File: src/rtl/colour_matrix_pkg.sv
// colour_matrix_pkg
// Shared types and constants for the RGB -> YPbPr/YCbCr converter:
//   - mode_e       : conversion mode (bypass, YPbPr full, YCbCr limited, user)
//   - commit_st_e  : commit FSM states
//   - bank address map for the 12-entry coefficient/offset banks
//   - fixed mode-1/mode-2 coefficients and offsets, clamp limits vs. DW
package colour_matrix_pkg;

  typedef enum logic [1:0] {
    ModeBypass = 2'd0,
    ModeYpbpr  = 2'd1,
    ModeYcbcr  = 2'd2,
    ModeUser   = 2'd3
  } mode_e;

  typedef enum logic {
    StSteady  = 1'b0,
    StPending = 1'b1
  } commit_st_e;

  // Bank layout: 0..8 rows Y,Pb,Pr x cols R,G,B; 9..11 offsets Y,Pb,Pr.
  localparam int unsigned BankSize  = 12;
  localparam int unsigned AddrOffY  = 9;
  localparam int unsigned AddrOffPb = 10;
  localparam int unsigned AddrOffPr = 11;

  // Full-range YPbPr, scale 128.
  function automatic int m1_coef(input int idx);
    case (idx)
      0:       return 38;
      1:       return 75;
      2:       return 15;
      3:       return -22;
      4:       return -42;
      5:       return 64;
      6:       return 64;
      7:       return -54;
      8:       return -10;
      default: return 0;
    endcase
  endfunction

  // Limited-range YCbCr, scale 128.
  function automatic int m2_coef(input int idx);
    case (idx)
      0:       return 33;
      1:       return 64;
      2:       return 13;
      3:       return -19;
      4:       return -37;
      5:       return 56;
      6:       return 56;
      7:       return -47;
      8:       return -9;
      default: return 0;
    endcase
  endfunction

  // row: 0 = Y, 1 = Pb/Cb, 2 = Pr/Cr
  function automatic int m1_offset(input int row, input int dw);
    return (row == 0) ? 0 : (1 << (dw - 1));
  endfunction

  function automatic int m2_offset(input int row, input int dw);
    return (row == 0) ? (16 << (dw - 8)) : (128 << (dw - 8));
  endfunction

  // Reset contents of both banks: the mode-1 matrix and offsets.
  function automatic int bank_default(input int addr, input int dw);
    return (addr < int'(AddrOffY)) ? m1_coef(addr) : m1_offset(addr - int'(AddrOffY), dw);
  endfunction

  function automatic int clamp_lo(input mode_e mode, input logic luma, input int dw);
    if (mode == ModeYcbcr) return 16 << (dw - 8);
    return 0;
  endfunction

  function automatic int clamp_hi(input mode_e mode, input logic luma, input int dw);
    if (mode == ModeYcbcr) return (luma ? 235 : 240) << (dw - 8);
    return (1 << dw) - 1;
  endfunction

endpackage

File: src/rtl/colour_matrix_row.sv
// colour_matrix_row
// One output row of the colour matrix, three pipeline stages:
//   S1 multiply, S2 sum + offset + round, S3 shift + clamp (or bypass select).
// Ports:
//   clk, reset_n                 clock, async active-low reset
//   i_red/i_green/i_blue         unsigned input components
//   i_coef_r/i_coef_g/i_coef_b   signed coefficients (1.0 = 2^CF)
//   i_offset                     unsigned output offset
//   i_mode                       mode the pixel entered under (travels with data)
//   i_bypass                     component passed through in bypass mode
//   o_data                       registered result
module colour_matrix_row
  import colour_matrix_pkg::*;
#(
  parameter int unsigned DW     = 8,
  parameter int unsigned CW     = 9,
  parameter int unsigned CF     = 7,
  parameter bit          IsLuma = 1'b0
) (
  input  logic                 clk,
  input  logic                 reset_n,
  input  logic [DW-1:0]        i_red,
  input  logic [DW-1:0]        i_green,
  input  logic [DW-1:0]        i_blue,
  input  logic signed [CW-1:0] i_coef_r,
  input  logic signed [CW-1:0] i_coef_g,
  input  logic signed [CW-1:0] i_coef_b,
  input  logic [DW-1:0]        i_offset,
  input  mode_e                i_mode,
  input  logic [DW-1:0]        i_bypass,
  output logic [DW-1:0]        o_data
);

  localparam int unsigned PW = DW + CW + 1;
  localparam int unsigned AW = DW + CW + 3;
  localparam logic signed [AW-1:0] Round = AW'(2 ** (CF - 1));

  logic signed [PW-1:0] r_prod_r, r_prod_g, r_prod_b;
  logic [DW-1:0]        r_off_s1, r_byp_s1, r_byp_s2;
  mode_e                r_mode_s1, r_mode_s2;
  logic signed [AW-1:0] r_acc;
  logic [DW-1:0]        r_out;

  logic signed [AW-1:0] w_sum, w_shift, w_lo, w_hi;
  logic [DW-1:0]        w_res;

  // Components are unsigned: a zero MSB keeps them positive in signed math.
  always_ff @(posedge clk or negedge reset_n) begin
    if (!reset_n) begin
      r_prod_r  <= '0;
      r_prod_g  <= '0;
      r_prod_b  <= '0;
      r_off_s1  <= '0;
      r_byp_s1  <= '0;
      r_mode_s1 <= ModeBypass;
    end else begin
      r_prod_r  <= i_coef_r * $signed({1'b0, i_red});
      r_prod_g  <= i_coef_g * $signed({1'b0, i_green});
      r_prod_b  <= i_coef_b * $signed({1'b0, i_blue});
      r_off_s1  <= i_offset;
      r_byp_s1  <= i_bypass;
      r_mode_s1 <= i_mode;
    end
  end

  always_comb begin
    w_sum = AW'(r_prod_r) + AW'(r_prod_g) + AW'(r_prod_b)
          + $signed({{(AW - DW - CF){1'b0}}, r_off_s1, {CF{1'b0}}}) + Round;
  end

  always_ff @(posedge clk or negedge reset_n) begin
    if (!reset_n) begin
      r_acc     <= '0;
      r_byp_s2  <= '0;
      r_mode_s2 <= ModeBypass;
    end else begin
      r_acc     <= w_sum;
      r_byp_s2  <= r_byp_s1;
      r_mode_s2 <= r_mode_s1;
    end
  end

  always_comb begin
    w_shift = r_acc >>> CF;
    w_lo    = AW'(clamp_lo(r_mode_s2, IsLuma, int'(DW)));
    w_hi    = AW'(clamp_hi(r_mode_s2, IsLuma, int'(DW)));
    if (w_shift < w_lo) begin
      w_res = w_lo[DW-1:0];
    end else if (w_shift > w_hi) begin
      w_res = w_hi[DW-1:0];
    end else begin
      w_res = w_shift[DW-1:0];
    end
    if (r_mode_s2 == ModeBypass) begin
      w_res = r_byp_s2;
    end
  end

  always_ff @(posedge clk or negedge reset_n) begin
    if (!reset_n) begin
      r_out <= '0;
    end else begin
      r_out <= w_res;
    end
  end

  assign o_data = r_out;

endmodule

File: src/rtl/colour_matrix_conv.sv
// colour_matrix_conv
// Pipelined RGB -> YPbPr/YCbCr converter, fixed 3-clock latency in all modes.
// Ports:
//   clk, reset_n                      video clock, async active-low reset
//   mode_in                           requested mode (committed on vs rising edge)
//   coef_we/coef_addr/coef_data       shadow bank write port (addr >= 12 ignored)
//   red_in/green_in/blue_in           RGB pixel
//   hs_in/vs_in/cs_in/pixel_in        syncs and pixel strobe
//   red_out/green_out/blue_out        Pr/Cr, Y, Pb/Cb (R, G, B in bypass)
//   hs_out/vs_out/cs_out/pixel_out    syncs delayed 3 clocks
//   cfg_pending                       requested config not yet committed
module colour_matrix_conv
  import colour_matrix_pkg::*;
#(
  parameter int unsigned DW = 8,
  parameter int unsigned CW = 9,
  parameter int unsigned CF = 7
) (
  input  logic          clk,
  input  logic          reset_n,
  input  logic [1:0]    mode_in,
  input  logic          coef_we,
  input  logic [3:0]    coef_addr,
  input  logic [CW-1:0] coef_data,
  input  logic [DW-1:0] red_in,
  input  logic [DW-1:0] green_in,
  input  logic [DW-1:0] blue_in,
  input  logic          hs_in,
  input  logic          vs_in,
  input  logic          cs_in,
  input  logic          pixel_in,
  output logic [DW-1:0] red_out,
  output logic [DW-1:0] green_out,
  output logic [DW-1:0] blue_out,
  output logic          hs_out,
  output logic          vs_out,
  output logic          cs_out,
  output logic          pixel_out,
  output logic          cfg_pending
);

  logic [CW-1:0] r_shadow [BankSize];
  logic [CW-1:0] r_active [BankSize];
  mode_e         r_mode;
  commit_st_e    r_state;
  logic          r_cfg_pending;
  logic          r_vs_prev;
  logic [2:0][3:0] r_sync;

  logic                 w_vs_rise;
  logic signed [CW-1:0] w_coef [3][3];
  logic [DW-1:0]        w_off  [3];

  assign w_vs_rise = vs_in & ~r_vs_prev;

  always_ff @(posedge clk or negedge reset_n) begin
    if (!reset_n) begin
      r_vs_prev <= 1'b0;
      r_sync    <= '0;
    end else begin
      r_vs_prev <= vs_in;
      r_sync    <= {r_sync[1:0], {hs_in, vs_in, cs_in, pixel_in}};
    end
  end

  always_ff @(posedge clk or negedge reset_n) begin
    if (!reset_n) begin
      for (int i = 0; i < int'(BankSize); i++) begin
        r_shadow[i] <= CW'(bank_default(i, int'(DW)));
      end
    end else if (coef_we && (coef_addr < 4'(BankSize))) begin
      r_shadow[coef_addr] <= coef_data;
    end
  end

  // Commit FSM. The active bank copies the shadow as it stood before this
  // cycle's write, so a write on the commit edge keeps the FSM pending.
  always_ff @(posedge clk or negedge reset_n) begin
    if (!reset_n) begin
      r_state       <= StSteady;
      r_cfg_pending <= 1'b0;
      r_mode        <= ModeBypass;
      for (int i = 0; i < int'(BankSize); i++) begin
        r_active[i] <= CW'(bank_default(i, int'(DW)));
      end
    end else begin
      case (r_state)
        StSteady: begin
          if (coef_we || (mode_in != r_mode)) begin
            r_state       <= StPending;
            r_cfg_pending <= 1'b1;
          end
        end
        StPending: begin
          if (w_vs_rise) begin
            r_mode   <= mode_e'(mode_in);
            r_active <= r_shadow;
            if (!coef_we) begin
              r_state       <= StSteady;
              r_cfg_pending <= 1'b0;
            end
          end
        end
        default: begin
          r_state       <= StSteady;
          r_cfg_pending <= 1'b0;
        end
      endcase
    end
  end

  // Matrix seen by the pixel entering stage 1 this cycle.
  always_comb begin
    for (int r = 0; r < 3; r++) begin
      for (int c = 0; c < 3; c++) begin
        case (r_mode)
          ModeYpbpr: w_coef[r][c] = CW'(m1_coef(r * 3 + c));
          ModeYcbcr: w_coef[r][c] = CW'(m2_coef(r * 3 + c));
          default:   w_coef[r][c] = r_active[r * 3 + c];
        endcase
      end
      case (r_mode)
        ModeYpbpr: w_off[r] = DW'(m1_offset(r, int'(DW)));
        ModeYcbcr: w_off[r] = DW'(m2_offset(r, int'(DW)));
        default:   w_off[r] = DW'(r_active[int'(AddrOffY) + r]);
      endcase
    end
  end

  colour_matrix_row #(
    .DW     (DW),
    .CW     (CW),
    .CF     (CF),
    .IsLuma (1'b1)
  ) u_row_y (
    .clk      (clk),
    .reset_n  (reset_n),
    .i_red    (red_in),
    .i_green  (green_in),
    .i_blue   (blue_in),
    .i_coef_r (w_coef[0][0]),
    .i_coef_g (w_coef[0][1]),
    .i_coef_b (w_coef[0][2]),
    .i_offset (w_off[0]),
    .i_mode   (r_mode),
    .i_bypass (green_in),
    .o_data   (green_out)
  );

  colour_matrix_row #(
    .DW     (DW),
    .CW     (CW),
    .CF     (CF),
    .IsLuma (1'b0)
  ) u_row_pb (
    .clk      (clk),
    .reset_n  (reset_n),
    .i_red    (red_in),
    .i_green  (green_in),
    .i_blue   (blue_in),
    .i_coef_r (w_coef[1][0]),
    .i_coef_g (w_coef[1][1]),
    .i_coef_b (w_coef[1][2]),
    .i_offset (w_off[1]),
    .i_mode   (r_mode),
    .i_bypass (blue_in),
    .o_data   (blue_out)
  );

  colour_matrix_row #(
    .DW     (DW),
    .CW     (CW),
    .CF     (CF),
    .IsLuma (1'b0)
  ) u_row_pr (
    .clk      (clk),
    .reset_n  (reset_n),
    .i_red    (red_in),
    .i_green  (green_in),
    .i_blue   (blue_in),
    .i_coef_r (w_coef[2][0]),
    .i_coef_g (w_coef[2][1]),
    .i_coef_b (w_coef[2][2]),
    .i_offset (w_off[2]),
    .i_mode   (r_mode),
    .i_bypass (red_in),
    .o_data   (red_out)
  );

  assign {hs_out, vs_out, cs_out, pixel_out} = r_sync[2];
  assign cfg_pending = r_cfg_pending;

endmodule

File: config.mk
export PLATFORM = sky130hd
export DESIGN_NAME = colour_matrix_conv
export DESIGN_NICKNAME = d
export VERILOG_FILES = /design/src/rtl/colour_matrix_pkg.sv /design/src/rtl/colour_matrix_row.sv /design/src/rtl/colour_matrix_conv.sv
export SDC_FILE = /design/constraint.sdc
export NUM_CORES = 2
export LEC_CHECK = 0
export BUFFER_PORTS_ARGS = -buffer_cell sky130_fd_sc_hd__buf_2
export CAP_MARGIN = 25
export CORE_ASPECT_RATIO = 1.25
export CORE_MARGIN = 10
export CORE_UTILIZATION = 50
export DETAILED_ROUTE_END_ITERATION = 12
export PLACE_DENSITY = 0.66
export SLEW_MARGIN = 20
export SYNTH_ARGS = -nofsm -noshare
export SYNTH_HDL_FRONTEND = slang
export SYNTH_SLANG_ARGS = --single-unit
File: constraint.sdc
create_clock -name clk -period 9.6 [get_ports clk]
set_input_delay 0.48 -clock clk [delete_from_list [all_inputs] [get_ports clk]]
set_output_delay 0.48 -clock clk [all_outputs]
set_load 0.005 [all_outputs]
---- Yosys cells after proc, flatten, opt, wreduce, memory -nomap -nowiden ----
Index checks and enable logic that the tools add are counted.
Widths: inputs -> output; s select.
storage, ports and cells
  logic and storage cells ................. 144
  output and inout port bits .............. 29
  input bits .............................. 46
  register bits ........................... 552
operators by class
  $add $sub $neg .......................... 12
  equality and inequality tests ........... 7
  bitwise operators ....................... 4
  $mul .................................... 9
  mux-type cells .......................... 39
  reductions and logical operators ........ 7
  magnitude comparators ................... 9
operator list
  kind                   number
  $mul 9x9->18           9
  $pmux 9 s2             9
  $mux 8                 15
  $bwmux 108             1
  $add 19x18->20         3
  $add 20x16->20         3
  $add 20x8->20 const B  3
  $lt 13x20->1           3
  $add 18x18->19         3
  $gt 13x9->1            3
  $demux 9 s4            1
  $mux 20                1
  $pmux 8 s2             1
  $mux 9                 1
  $mux 1                 7
  $ge 5x5->1 const B     1
  $lt 5x1->1 const B     1
  $mux 5                 1
  $not 4->5              1
  $eq 2x2->1 const B     2
  $lt 4x4->1 const B     1
  $ne 2x2->1 const B     2
  $pmux 1 s2             2
  $reduce_and 3->1       1
  other kinds (10)       12

---- Depth between registers and ports, before layout ----
  depth after elaboration ................. 7
  mapped depth ............................ 24
  depth with buffers taken out ............ 21

---- Cells and area by module ----
A second synthesis with hierarchy kept.
second synthesis, totals
  cells, all modules ...................... 4452
  area total of the unflattened synthesis .. 46828.7 um2
modules (own cells, without submodules)
  module                         cells an instance  area each (um2)  instances  sequential area each (um2)
  colour_matrix_row at u_row_pr  1292               12669.7          1          2577.5
  colour_matrix_row at u_row_pb  1258               12493.2          1          2577.5
  colour_matrix_row at u_row_y   1258               12386.9          1          2577.5
  colour_matrix_conv             644                9278.9           1          5753.0

---- Worst setup path after synthesis ----
No wires, ideal clock.
  path kind ............................... register to register
  from .................................... reg r_mode[0]
  to ...................................... reg u_row_y.r_prod_b[16]
  library setup time ...................... 0.071 ns
  clock period less this slack ............ 5.533 ns
  cell stages (with the launch flop) ...... 23
  data required time ...................... 9.529 ns
  arrival time ............................ 5.462 ns
  setup slack ............................. 4.067 ns
  buffers on the path ..................... 5
  cells stage by stage .................... dfrtp_1 -> inv_1 -> ha_1 -> buf_2 -> clkbuf_1 -> buf_2 -> buf_2 -> buf_2 -> nand3_1 -> fa_1 -> inv_1 -> fa_1 -> inv_1 -> fa_1 -> fa_1 -> inv_1 -> ha_1 -> a21oi_1 -> o21ai_1 -> a21oi_1 -> o21a_1 -> or4b_1 -> nand4_1
between the ends
  word-level cells in the longest chain between the ends .. 3
  elaborated cells between the ends (all ways) .. 4
  those cells by class .................... 1 x mul; 2 x eq/ne; 1 x mux
ends and longest elaborated chain
  item                                      RTL line                   source
  start, declared                           colour_matrix_conv.sv:44   mode_e r_mode;
  start signal, assigned                    colour_matrix_conv.sv:82   r_mode <= ModeBypass;
  start signal, assigned                    colour_matrix_conv.sv:96   r_mode <= mode_e'(mode_in);
  $eq 2x2->1 or $eq 2x1->1 (tied branches)  --
  $pmux 9 s2 *                              colour_matrix_conv.sv:116  case (r_mode)
  $mul 9x9->18 *                            colour_matrix_row.sv:59    r_prod_b <= i_coef_b * $signed({1'b0, i_blue});
  end signal, assigned                      colour_matrix_row.sv:59
  end, declared                             colour_matrix_row.sv:38    logic signed [PW-1:0] r_prod_r, r_prod_g, r_prod_b;
Mark *: on every way between the ends. The rest lies on a longest branch, timed or not.
A chain may end at the register's enable or synchronous reset.

---- Final worst setup path ----
  from .................................... reg r_mode[0]
  to ...................................... reg u_row_pb.r_prod_r[17]
between the ends
  word-level cells in the longest chain between the ends .. 3
  elaborated cells between the ends (all ways) .. 4
  those cells by class .................... 1 x mul; 2 x eq/ne; 1 x mux
ends and longest elaborated chain
  item                                      RTL line                   source
  $eq 2x2->1 or $eq 2x1->1 (tied branches)  --
  $pmux 9 s2 *                              colour_matrix_conv.sv:116
  $mul 9x9->18 *                            colour_matrix_row.sv:57    r_prod_r <= i_coef_r * $signed({1'b0, i_red});
  end signal, assigned                      colour_matrix_row.sv:57
  end, declared                             colour_matrix_row.sv:38
Marked as above.

==> results.cfg <==
[sta]
slew_violations = 0
grt_setup_unrepaired = no
finalClockSkew_ps = 28.3
fin_crit_ps = 6300
relSlewSlack = 0.269
worst_pin_slew_ps = 1090
finalHoldViolCount = 0
fin_crit_sh = 0.657
setup_viol = 0
fmax_mhz = 159
setup_tns_ps = 0

[yosys]
synth_area_leaders = fa_1, dfrtp_1, ha_1
synth_top_area_frac = 0.262
synthesis.nets = 5589
synth-edff-count = 0
yosysSeqAreaShare = 0.282
syn_area_per_cell_um2 = 10.4
yosysWarningCount = 0
synth_area_mm2 = 0.0470
synth.largest_area_cell = fa_1
async_flop_share = 1.00
synthCells = 4513
synth-seq-cells = 527
synth-main-ff-cell = dfrtp_1
yosysUniqueCellTypes = 76

[cts]
clock-root-buffer = clkbuf_16
clk_path_buf_depth = 3
clkSlewWorstSetupHoldPaths_ps = 60
cts_resized = 0
hold_buffers = 5
cts_sinks = 527
clock_latency_ps = 650
numCtsBuffers = 59
cts_tree = yes
htreeDepth = 2
cts_setup_buffers = 0

[placement]
place_congestion = 0.871
port-buffer-count = 74
dp_hpwl_um = 81700

[floorplan]
boundaryPins = 75
dieArea_mm2 = 0.107
std_cell_rows = 125
core_area_mm2 = 0.0932
die_y_um = 363
initial_utilization = 0.505
dieWidth_um = 294

[global_route]
grt_pass1_wl_um = 175000
grt-ovfl-total = 0
grt_max_degree = 173
grt_usage = 0.209
grt_pass1_vias = 32400
antenna_found_initial = 9

[flow_run]
cap_violations = 0

[setup_path]
worst_setup_path_start_kind = register
worstPathMaxFanout = 60
worstPathRequired_ps = 10130
cp.arrival_ps = 6830
path_class = register to register
r2r_setup_slack_ps = 3300
r2r_cells = 19
r2r-start = r_mode[0]
r2r-end = u_row_pb.r_prod_r[17]
cp-end-kind = register
startpoint = r_mode[0]
crit_end = u_row_pb.r_prod_r[17]

[outcome]
outcome = finished, final reports clean

[routing]
remaining_drc_errors = 0
antenna_left = 0
wl_um = 107000
viasPerCell = 5.28
num_vias = 30600
drt-initial-drc-count = 1640
wl_per_cell_um = 18.5
first_pass_iters = 5

[final_layout]
area_delta_synth_final_pct = 7.77
nets = 5615
drive_gt1_frac = 0.114

[min_path]
hp-class = input pin to register
## synthesized netlist by cell type, drive strengths merged (78+ instances only)
master / count
dfstp: 78
mux2: 213
and2: 169
dfrtp: 449
inv: 1004
clkbuf: 126
nor2b: 112
a21oi: 115
nor2: 97
nand2: 335
xnor2: 125
and3: 120
fa: 615
ha: 415
## sequential cells by signal (all words and copies together) (netlist names), 18 cells and up
| name | flops |
|---|---|
| u_row_pr.r_prod_g | 18 |
| r_shadow | 105 |
| u_row_pr.r_prod_r | 18 |
| u_row_pb.r_prod_r | 18 |
| u_row_pr.r_prod_b | 18 |
| r_active | 105 |
| u_row_y.r_prod_g | 18 |
| u_row_y.r_prod_r | 18 |
| u_row_pb.r_prod_g | 18 |
| u_row_pb.r_prod_b | 18 |
| u_row_y.r_prod_b | 18 |
## per-stage QoR
stage | setup slack (ps) | instance area, µm² | util | hold WS, ps | std cells
2_1_floorplan | 4070 | 47000 | - | 184 | 4513
3_3_place_gp | 3350 | 48600 | 0.521 | 332 | 5676
3_5_place_dp | 3310 | 48600 | 0.521 | 335 | 5678
4_1_cts | 3210 | 50600 | 0.543 | 101 | 5795
5_1_grt | 2740 | 50700 | 0.544 | 119 | 5797
6_report | 3300 | 50700 | 0.544 | 131 | 5803
## layer usage
metal / part of all wire / track usage / vias up / wire [µm]
li1: - / - / 14000 / -
met1: 0.42 / 0.266 / 15800 / 45000
met2: 0.49 / 0.354 / 600 / 52800
met3: 0.046 / 0.0295 / 182 / 4880
met4: 0.042 / 0.0837 / 6 / 4460
met5: 0.00032 / 0 / - / 34
## layout by cell type, fill, tap and decap left out, types with 10 or more instances in the layout
cell and n:
a21o_1 36, nor2b_1 112, or3_1 10, xor2_1 42, nand2b_1 65, fa_1 615, mux2_2 213, ha_1 414
nor3b_1 10, o21a_1 29, clkbuf_16 60, nand3_1 60, o21ai_0 58, a211oi_1 13, dfstp_2 78, nand4_1 14
nor4b_1 10, a21oi_1 110, nand2_1 335, clkbuf_8 10, and2_1 164, buf_4 21, nor3_1 44, buf_2 73
xnor2_1 125, dfrtp_1 449, inv_1 1004, and3_1 120, a31oi_1 14, nor2_1 96
## area by class of cell
class                           instances  area, µm²
Timing Repair Buffer                  103        648
Inverter                             1004       3770
Clock buffer                           77       1670
Antenna cell                            7       17.5
Clock inverter                         35        333
Tap cell                             1206       1510
Sequential cell                       527      13300
Multi-Input combinational cell       2844      29500
Fill cell                            8174      42500
## worst max-delay path, cell delays in order (launching register included)
cell and delay [ps]:
dfrtp_1 410, inv_1 90, ha_4 670, buf_4 530, nand2b_1 290, nand2_1 230
fa_1 570, fa_1 540, inv_1 60, fa_1 540, inv_1 60, fa_1 530
inv_1 40, ha_1 390, nand4_1 120, nor3_1 200, a211oi_2 100, a2111oi_2 420
nor4_1 90, a311oi_1 280
## logic make-up (layout without fill, tap and decap cells)
family | after synthesis | count (layout) | share of synthesized area
buf+inv | 1142 | 1219 | 0.0914
simple gates | 1076 | 1076 | 0.119
fa+ha+maj | 1030 | 1030 | 0.372
flops | 527 | 527 | 0.282
compound gates | 351 | 351 | 0.0512
mux | 220 | 220 | 0.0525
xor+xnor | 167 | 167 | 0.0311
other cells | 0 | 7 | 0
## worst min path at each step
stage,slack (ps),from,depth (start not counted),endpoint
after floorplan,180,reset_n,0,cfg_pending
after global placement,330,r_sync[7],0,hs_out
after detailed placement,330,u_row_y.r_byp_s1[1],0,u_row_y.r_byp_s2[1]
after CTS,100,mode_in[1],2,r_mode[1]
after global routing,120,mode_in[1],2,r_mode[1]
final,130,mode_in[1],2,r_mode[1]
Power is left out: the tool's default activity adds up to more than one toggle a clock period on the data nets, which glitch-free logic cannot reach.
